File: src/rtl/repeat_range_pkg.sv
// Shared types and helpers for the repeat_range generator.
package repeat_range_pkg;

  typedef enum logic [1:0] {
    LAUNCH,
    FETCH,
    EMIT,
    DONE
  } state_t;

  // Number of bits needed to hold any count 0..max_repeat.
  function automatic int repeat_width(input int max_repeat);
    return $clog2(max_repeat + 1);
  endfunction

  // Saturate a requested repeat count at the largest supported value.
  function automatic int unsigned clamp_repeat(input int unsigned requested,
                                               input int unsigned max_repeat);
    return (requested > max_repeat) ? max_repeat : requested;
  endfunction

endpackage

File: src/rtl/repeat_range_hrange.sv
// hrange: emits base, base+step, ... while the value stays below limit.
// The current value is presented with _valid and advances on _valid && _ready.
module hrange #(
  parameter int WIDTH = 32
) (
  input  logic                    _clock,
  input  logic                    _reset,
  input  logic                    _start,
  input  logic signed [WIDTH-1:0] base,
  input  logic signed [WIDTH-1:0] limit,
  input  logic signed [WIDTH-1:0] step,
  input  logic                    _ready,
  output logic                    _valid,
  output logic                    _done,
  output logic signed [WIDTH-1:0] _0
);

  logic signed [WIDTH-1:0] cur_r;
  logic signed [WIDTH-1:0] limit_r;
  logic signed [WIDTH-1:0] step_r;
  logic                    run_r;
  logic                    done_r;
  logic signed [WIDTH:0]   next_wide;
  logic signed [WIDTH:0]   limit_wide;

  // One extra bit keeps the end-of-range test correct when cur+step overflows.
  assign next_wide  = {cur_r[WIDTH-1], cur_r} + {step_r[WIDTH-1], step_r};
  assign limit_wide = {limit_r[WIDTH-1], limit_r};

  assign _valid = run_r;
  assign _done  = done_r;
  assign _0     = cur_r;

  // Capture a new range on start, then step through it one accepted value at a time.
  always_ff @(posedge _clock) begin
    if (_reset) begin
      cur_r   <= '0;
      limit_r <= '0;
      step_r  <= '0;
      run_r   <= 1'b0;
      done_r  <= 1'b0;
    end else if (_start) begin
      cur_r   <= base;
      limit_r <= limit;
      step_r  <= step;
      if ((step > $signed({WIDTH{1'b0}})) && (base < limit)) begin
        run_r  <= 1'b1;
        done_r <= 1'b0;
      end else begin
        run_r  <= 1'b0;
        done_r <= 1'b1;
      end
    end else if (run_r && _ready) begin
      cur_r <= cur_r + step_r;
      if (next_wide >= limit_wide) begin
        run_r  <= 1'b0;
        done_r <= 1'b1;
      end
    end
  end

endmodule

File: src/rtl/repeat_range.sv
// repeat_range: replays every value of an hrange child `repeat_count` times,
// tagging each beat with its copy index, towards a ready/valid consumer.
module repeat_range
  import repeat_range_pkg::*;
#(
  parameter  int WIDTH      = 32,
  parameter  int MAX_REPEAT = 4,
  localparam int RW         = repeat_width(MAX_REPEAT)
) (
  input  logic                    _clock,
  input  logic                    _reset,
  input  logic                    _start,
  input  logic signed [WIDTH-1:0] base,
  input  logic signed [WIDTH-1:0] limit,
  input  logic signed [WIDTH-1:0] step,
  input  logic [RW-1:0]           repeat_count,
  input  logic                    _ready,
  output logic                    _valid,
  output logic                    _done,
  output logic signed [WIDTH-1:0] _0,
  output logic [RW-1:0]           _1
);

  localparam logic signed [WIDTH-1:0] ZERO = '0;

  state_t state;
  state_t state_next;

  logic signed [WIDTH-1:0] base_r;
  logic signed [WIDTH-1:0] limit_r;
  logic signed [WIDTH-1:0] step_r;
  logic signed [WIDTH-1:0] value_r;
  logic [RW-1:0]           rep_r;
  logic [RW-1:0]           copy_r;
  logic [RW-1:0]           rep_clamped;

  // Child interface: registered controls, wired results.
  logic                    child_start_r;
  logic                    child_ready_r;
  logic                    child_ready;
  logic                    child_valid;
  logic                    child_done;
  logic signed [WIDTH-1:0] child_value;

  logic advance;
  logic degenerate;
  logic last_copy;
  logic child_take;
  logic child_finished;
  logic launch_child;
  logic latch_value;
  logic fetch_stop;
  logic emit_beat;

  assign rep_clamped = RW'(clamp_repeat(32'(repeat_count), 32'(MAX_REPEAT)));

  assign advance    = _ready || !_valid;
  assign degenerate = (step_r <= ZERO) || (rep_r == '0) || (base_r >= limit_r);
  assign last_copy  = (copy_r == rep_r - RW'(1));

  // The child is only allowed to hand over a value when we can move as well,
  // so a stalled consumer never makes us lose a child value.
  assign child_ready = child_ready_r && advance;
  assign child_take  = child_valid && child_ready;

  // While a start is still in flight to the child its done flag belongs to the
  // previous run and must be ignored.
  assign child_finished = child_done && !child_start_r;

  // State register: a new start wins over reset, otherwise follow the FSM.
  always_ff @(posedge _clock) begin
    if (_start) begin
      state <= LAUNCH;
    end else if (_reset) begin
      state <= DONE;
    end else begin
      state <= state_next;
    end
  end

  // Next-state logic; every transition requires the output slot to be free.
  always_comb begin
    state_next = state;
    case (state)
      LAUNCH: if (advance) state_next = degenerate ? DONE : FETCH;
      FETCH: begin
        if (latch_value) begin
          state_next = EMIT;
        end else if (fetch_stop) begin
          state_next = DONE;
        end
      end
      EMIT:    if (emit_beat && last_copy) state_next = FETCH;
      DONE:    state_next = DONE;
      default: state_next = DONE;
    endcase
  end

  // Per-state action strobes; a child value takes priority over child done.
  always_comb begin
    launch_child = 1'b0;
    latch_value  = 1'b0;
    fetch_stop   = 1'b0;
    emit_beat    = 1'b0;
    if (advance) begin
      case (state)
        LAUNCH: launch_child = !degenerate;
        FETCH: begin
          latch_value = child_take;
          fetch_stop  = !child_take && child_finished;
        end
        EMIT:    emit_beat = 1'b1;
        default: ;
      endcase
    end
  end

  // Datapath: capture arguments, drive the child, and present output beats.
  always_ff @(posedge _clock) begin
    if (_start) begin
      base_r        <= base;
      limit_r       <= limit;
      step_r        <= step;
      rep_r         <= rep_clamped;
      _valid        <= 1'b0;
      _done         <= 1'b0;
      child_start_r <= 1'b0;
      child_ready_r <= 1'b0;
    end else if (_reset) begin
      _valid        <= 1'b0;
      _0            <= '0;
      _1            <= '0;
      _done         <= 1'b0;
      child_start_r <= 1'b0;
      child_ready_r <= 1'b0;
    end else begin
      _done         <= (state == DONE);
      child_start_r <= launch_child;
      if (_ready) begin
        _valid <= 1'b0;
      end
      if ((state == FETCH) && advance) begin
        child_ready_r <= !(latch_value || fetch_stop);
      end
      if (launch_child) begin
        child_ready_r <= 1'b0;
      end
      if (latch_value) begin
        value_r <= child_value;
        copy_r  <= '0;
      end
      if (emit_beat) begin
        _0     <= value_r;
        _1     <= copy_r;
        _valid <= 1'b1;
        if (!last_copy) begin
          copy_r <= copy_r + RW'(1);
        end
      end
    end
  end

  hrange #(
    .WIDTH(WIDTH)
  ) u_hrange (
    ._clock(_clock),
    ._reset(_reset),
    ._start(child_start_r),
    .base  (base_r),
    .limit (limit_r),
    .step  (step_r),
    ._ready(child_ready),
    ._valid(child_valid),
    ._done (child_done),
    ._0    (child_value)
  );

endmodule

File: config.mk
export PLATFORM = sky130hd
export DESIGN_NAME = repeat_range
export DESIGN_NICKNAME = d
export VERILOG_FILES = /design/src/rtl/repeat_range_pkg.sv /design/src/rtl/repeat_range_hrange.sv /design/src/rtl/repeat_range.sv
export SDC_FILE = /design/constraint.sdc
export NUM_CORES = 1
export LEC_CHECK = 0
export BUFFER_PORTS_ARGS = -buffer_cell sky130_fd_sc_hd__buf_2
export CORE_MARGIN = 4
export CORE_UTILIZATION = 40
export DETAILED_ROUTE_END_ITERATION = 12
export PLACE_DENSITY_LB_ADDON = 0.3
export SLEW_MARGIN = 10
export SYNTH_ARGS = -nofsm -noshare
export SYNTH_HDL_FRONTEND = slang
export SYNTH_SLANG_ARGS = --single-unit
File: constraint.sdc
create_clock -name _clock -period 4.34 [get_ports _clock]
set_clock_uncertainty 0.2 [all_clocks]
set_input_delay 0.651 -clock _clock [delete_from_list [all_inputs] [get_ports _clock]]
set_output_delay 0.651 -clock _clock [all_outputs]
set_load 0.05 [all_outputs]
==> results.yml <==
status:
  status: "complete, no violations"
finish:
  regArea_sq_um: 7160
  drive_gt1_frac: 0.189
  fin_nets: 1525
  post-route-util: 0.486
  n_fill_cell: 2861
  multi_input_area_sq_um: 5400
  num_antenna_cells: 0
  area_growth_pct: 19.0
placement:
  hpwl_mm: 23.4
  gp_congestion: 0.904
  portBuffers: 139
  dp_slack_ns: -0.196
timing:
  relSlewSlack: 0.317
  hold_viol_final: 0
  finalSetupTns_ns: 0
  clock.fmax_mhz: 232
  worst_pin_slew_ns: 1.02
  fin_ws_ns: 0.0375
  grt_setup_unrepaired: "yes"
  slew_violations: 0
  fin_crit_sh: 0.991
  setup_viol: 0
  min_period_ns: 4.30
power_and_ir_drop:
  p_int_mw: 4.59
  p_clk_frac: 0.421
  leakage_nw: 6.43
  power_density_nw_per_um2: 392
  ir_drop_mv: 0.346
  power.switching_mw: 1.46
  p_sw_frac: 0.241
  p_comb_frac: 0.089
  power_frac_seq: 0.490
hold_path:
  min-delay-path-class: "input pin to flop"
logic_synthesis:
  synth_warnings: 0
  synthTopCellsByArea: "edfxtp_1 (39%), dfxtp_1 (16%), ha_1 (9.6%)"
  synth.top_cell.area_share: 0.391
  ys_seq_area_frac: 0.552
  synth_area_sq_um: 13000
  avgSynthCellArea_sq_um: 11.3
  synth-edff-count: 169
  synthCells: 1153
  async_flop_share: 0
  synth-seq-cells: 273
  syn_nets: 1357
  synthFlopType: "edfxtp_1"
  synth_top_area_cell: "edfxtp_1"
  synth_cell_types: 65
critical_path:
  critPathTopFamily: "compound AO/OA/AOI/OAI gates"
  slowest_delay_ns: 0.38
  r2r-end: "u_hrange._valid"
  startpoint_type: "flop"
  cp.buffers_inverters: 1
  cp-end-kind: "flop"
  cp_num_cells: 19
  r2r_cells: 19
  crit_chain: "ha_4, fa_2, a211oi_2, o21ai_1, nand4b_1, a2111oi_4, o211a_1, buf_4, o21a_1, nand2b_1, xor2_1, ha_1, nand4_1, or2_2, or3_1, nand3_1, a21oi_1, o2111ai_1, o32ai_1"
  critPathArrivalTime_ns: 4.53
  reg2reg_from: "u_hrange.step_r[0]"
  startpoint: "u_hrange.step_r[0]"
  cp.required_ns: 4.56
  crit_type: "flop to flop"
  reg2reg_slack_ns: 0.04
  slowest_stage: "or3_1"
  endpoint: "u_hrange._valid"
  cp_max_fo: 3
route:
  drc_errors: 0
  vias_per_cell: 5.09
  vias: 9071
  wl_per_cell_um: 17.8
  drt_iter0_drc: 538
  ant_nets: 0
  wl_mm: 31.8
  firstDrtPassIters: 7
floorplanning:
  core_sq_um: 31800
  initial_utilization: 0.408
  dieArea_sq_um: 35400
  die_x_um: 188
  die_y_um: 188
  ioPinCount: 140
  num_rows: 65
grt:
  grtUsageTotal: 0.177
  grt_pass1_vias: 9083
  grt_pass1_wl_mm: 50.3
  grt_max_degree: 63
  antenna_found_initial: 0
  gr-total-overflow: 0
clock_tree:
  cts.sinks: 273
  htree_levels: 1
  cts_hold_buffers: 0
  cts.clk_slew.worst_paths_ns: 0.06
  clock_latency_ns: 0.58
  numCtsBuffers: 31
  cts_buffer_depth: 3
  cts_tree: "built"
  cts_root_buffer: "clkbuf_16"
flow_run:
  max-cap-violations: 0
power groups by stage:
| stage | clock, mW | combinational [mW] | sequential, mW |
|---|---|---|---|
| floorplan | 0 | 0.286 | 3.05 |
| global placement | 0 | 0.526 | 3.02 |
| detailed placement | 0 | 0.534 | 3.02 |
| CTS | 2.62 | 0.541 | 2.97 |
| global route | 2.74 | 0.600 | 2.98 |
| finish | 2.55 | 0.536 | 2.97 |
timing repair:
item,CTS,global route
endpoints found under the hold margin,0,0
buffers inserted,3,1
gates resized for setup,6,6
setup endpoints to repair,2,2
pin swaps,18,12
layer usage:
layer	track usage	part of all wire
met5	0	0
met4	0.0364	0.019
met3	0.0309	0.064
met2	0.260	0.41
met1	0.275	0.51
sequential cells by signal, summed over array words and instances (netlist names), 2 cells and up:
name / flops
_0: 32
_1: 3
base_r: 32
copy_r: 3
limit_r: 32
rep_r: 3
state: 2
step_r: 32
u_hrange._0: 32
u_hrange.limit_r: 32
u_hrange.step_r: 32
value_r: 32
stage by stage:
| stage | instances | area, sq um | power [mW] | hold WS, ns |
|---|---|---|---|---|
| 2_1_floorplan | 1153 | 13000 | 3.33 | 0.228 |
| 3_3_place_gp | 1719 | 14300 | 3.55 | 0.243 |
| 3_5_place_dp | 1719 | 14300 | 3.56 | 0.257 |
| 4_1_cts | 1780 | 15400 | 6.13 | 0.0102 |
| 5_1_grt | 1781 | 15400 | 6.32 | 0.0190 |
| 6_report | 1781 | 15400 | 6.05 | 0.0491 |
placed cells by master (no fill, tap or decap), types with 6 or more instances in the layout:
master,n
buf_4,39
ha_1,98
o21ai_0,20
edfxtp_1,169
xor2_1,10
buf_2,137
clkbuf_16,31
a211o_1,7
a21o_1,35
a211oi_1,6
a221oi_1,12
nand2_1,70
nand2b_1,6
o21a_1,8
and3_1,10
nor4_1,7
o21bai_1,7
a21oi_1,71
dfxtp_1,101
xnor2_1,20
o21ai_1,10
nand4_1,17
mux2i_1,66
nor2b_1,43
nand3_1,15
nor2_1,111
nor3_1,12
clkinv_1,7
inv_1,93
a311oi_1,11
area by class of cell:
type	instances	area share
sequential	273	0.464
clock buffer	37	0.0524
inverter	93	0.0226
multi-input combinational	746	0.350
clock inverter	21	0.0124
timing repair buffer	176	0.0634
tap	435	0.0353
Yosys cell counts, drive strengths merged (17+ instances only):
library cell,number
o21ai,32
nand4,17
nor2b,43
nor2,115
a21oi,73
nand2,70
inv,93
edfxtp,169
ha,100
mux2i,66
dfxtp,104
clkbuf,32
xnor2,20
a21o,36
cells by family after synthesis:
family / synth area share
xor gates and xnor gates: 0.0202
DFF: 0.552
muxes: 0.0535
adders and majority gates: 0.0980
buffers and inverters: 0.0389
and+or+nand+nor: 0.116
AOI/OAI and AO/OA: 0.122
how the worst min path moves through the flow:
stage / from / end / slack, ns / cells past startpoint
CTS: base[7] / base_r[7] / 0.01 / 1
global route: base[5] / base_r[5] / 0.02 / 1
global placement: u_hrange._0[4] / value_r[4] / 0.24 / 0
floorplan: u_hrange._0[22] / value_r[22] / 0.23 / 0
finish: base[6] / base_r[6] / 0.05 / 1
detailed placement: u_hrange._0[9] / value_r[9] / 0.26 / 0
(Power assumes the default switching activity.)
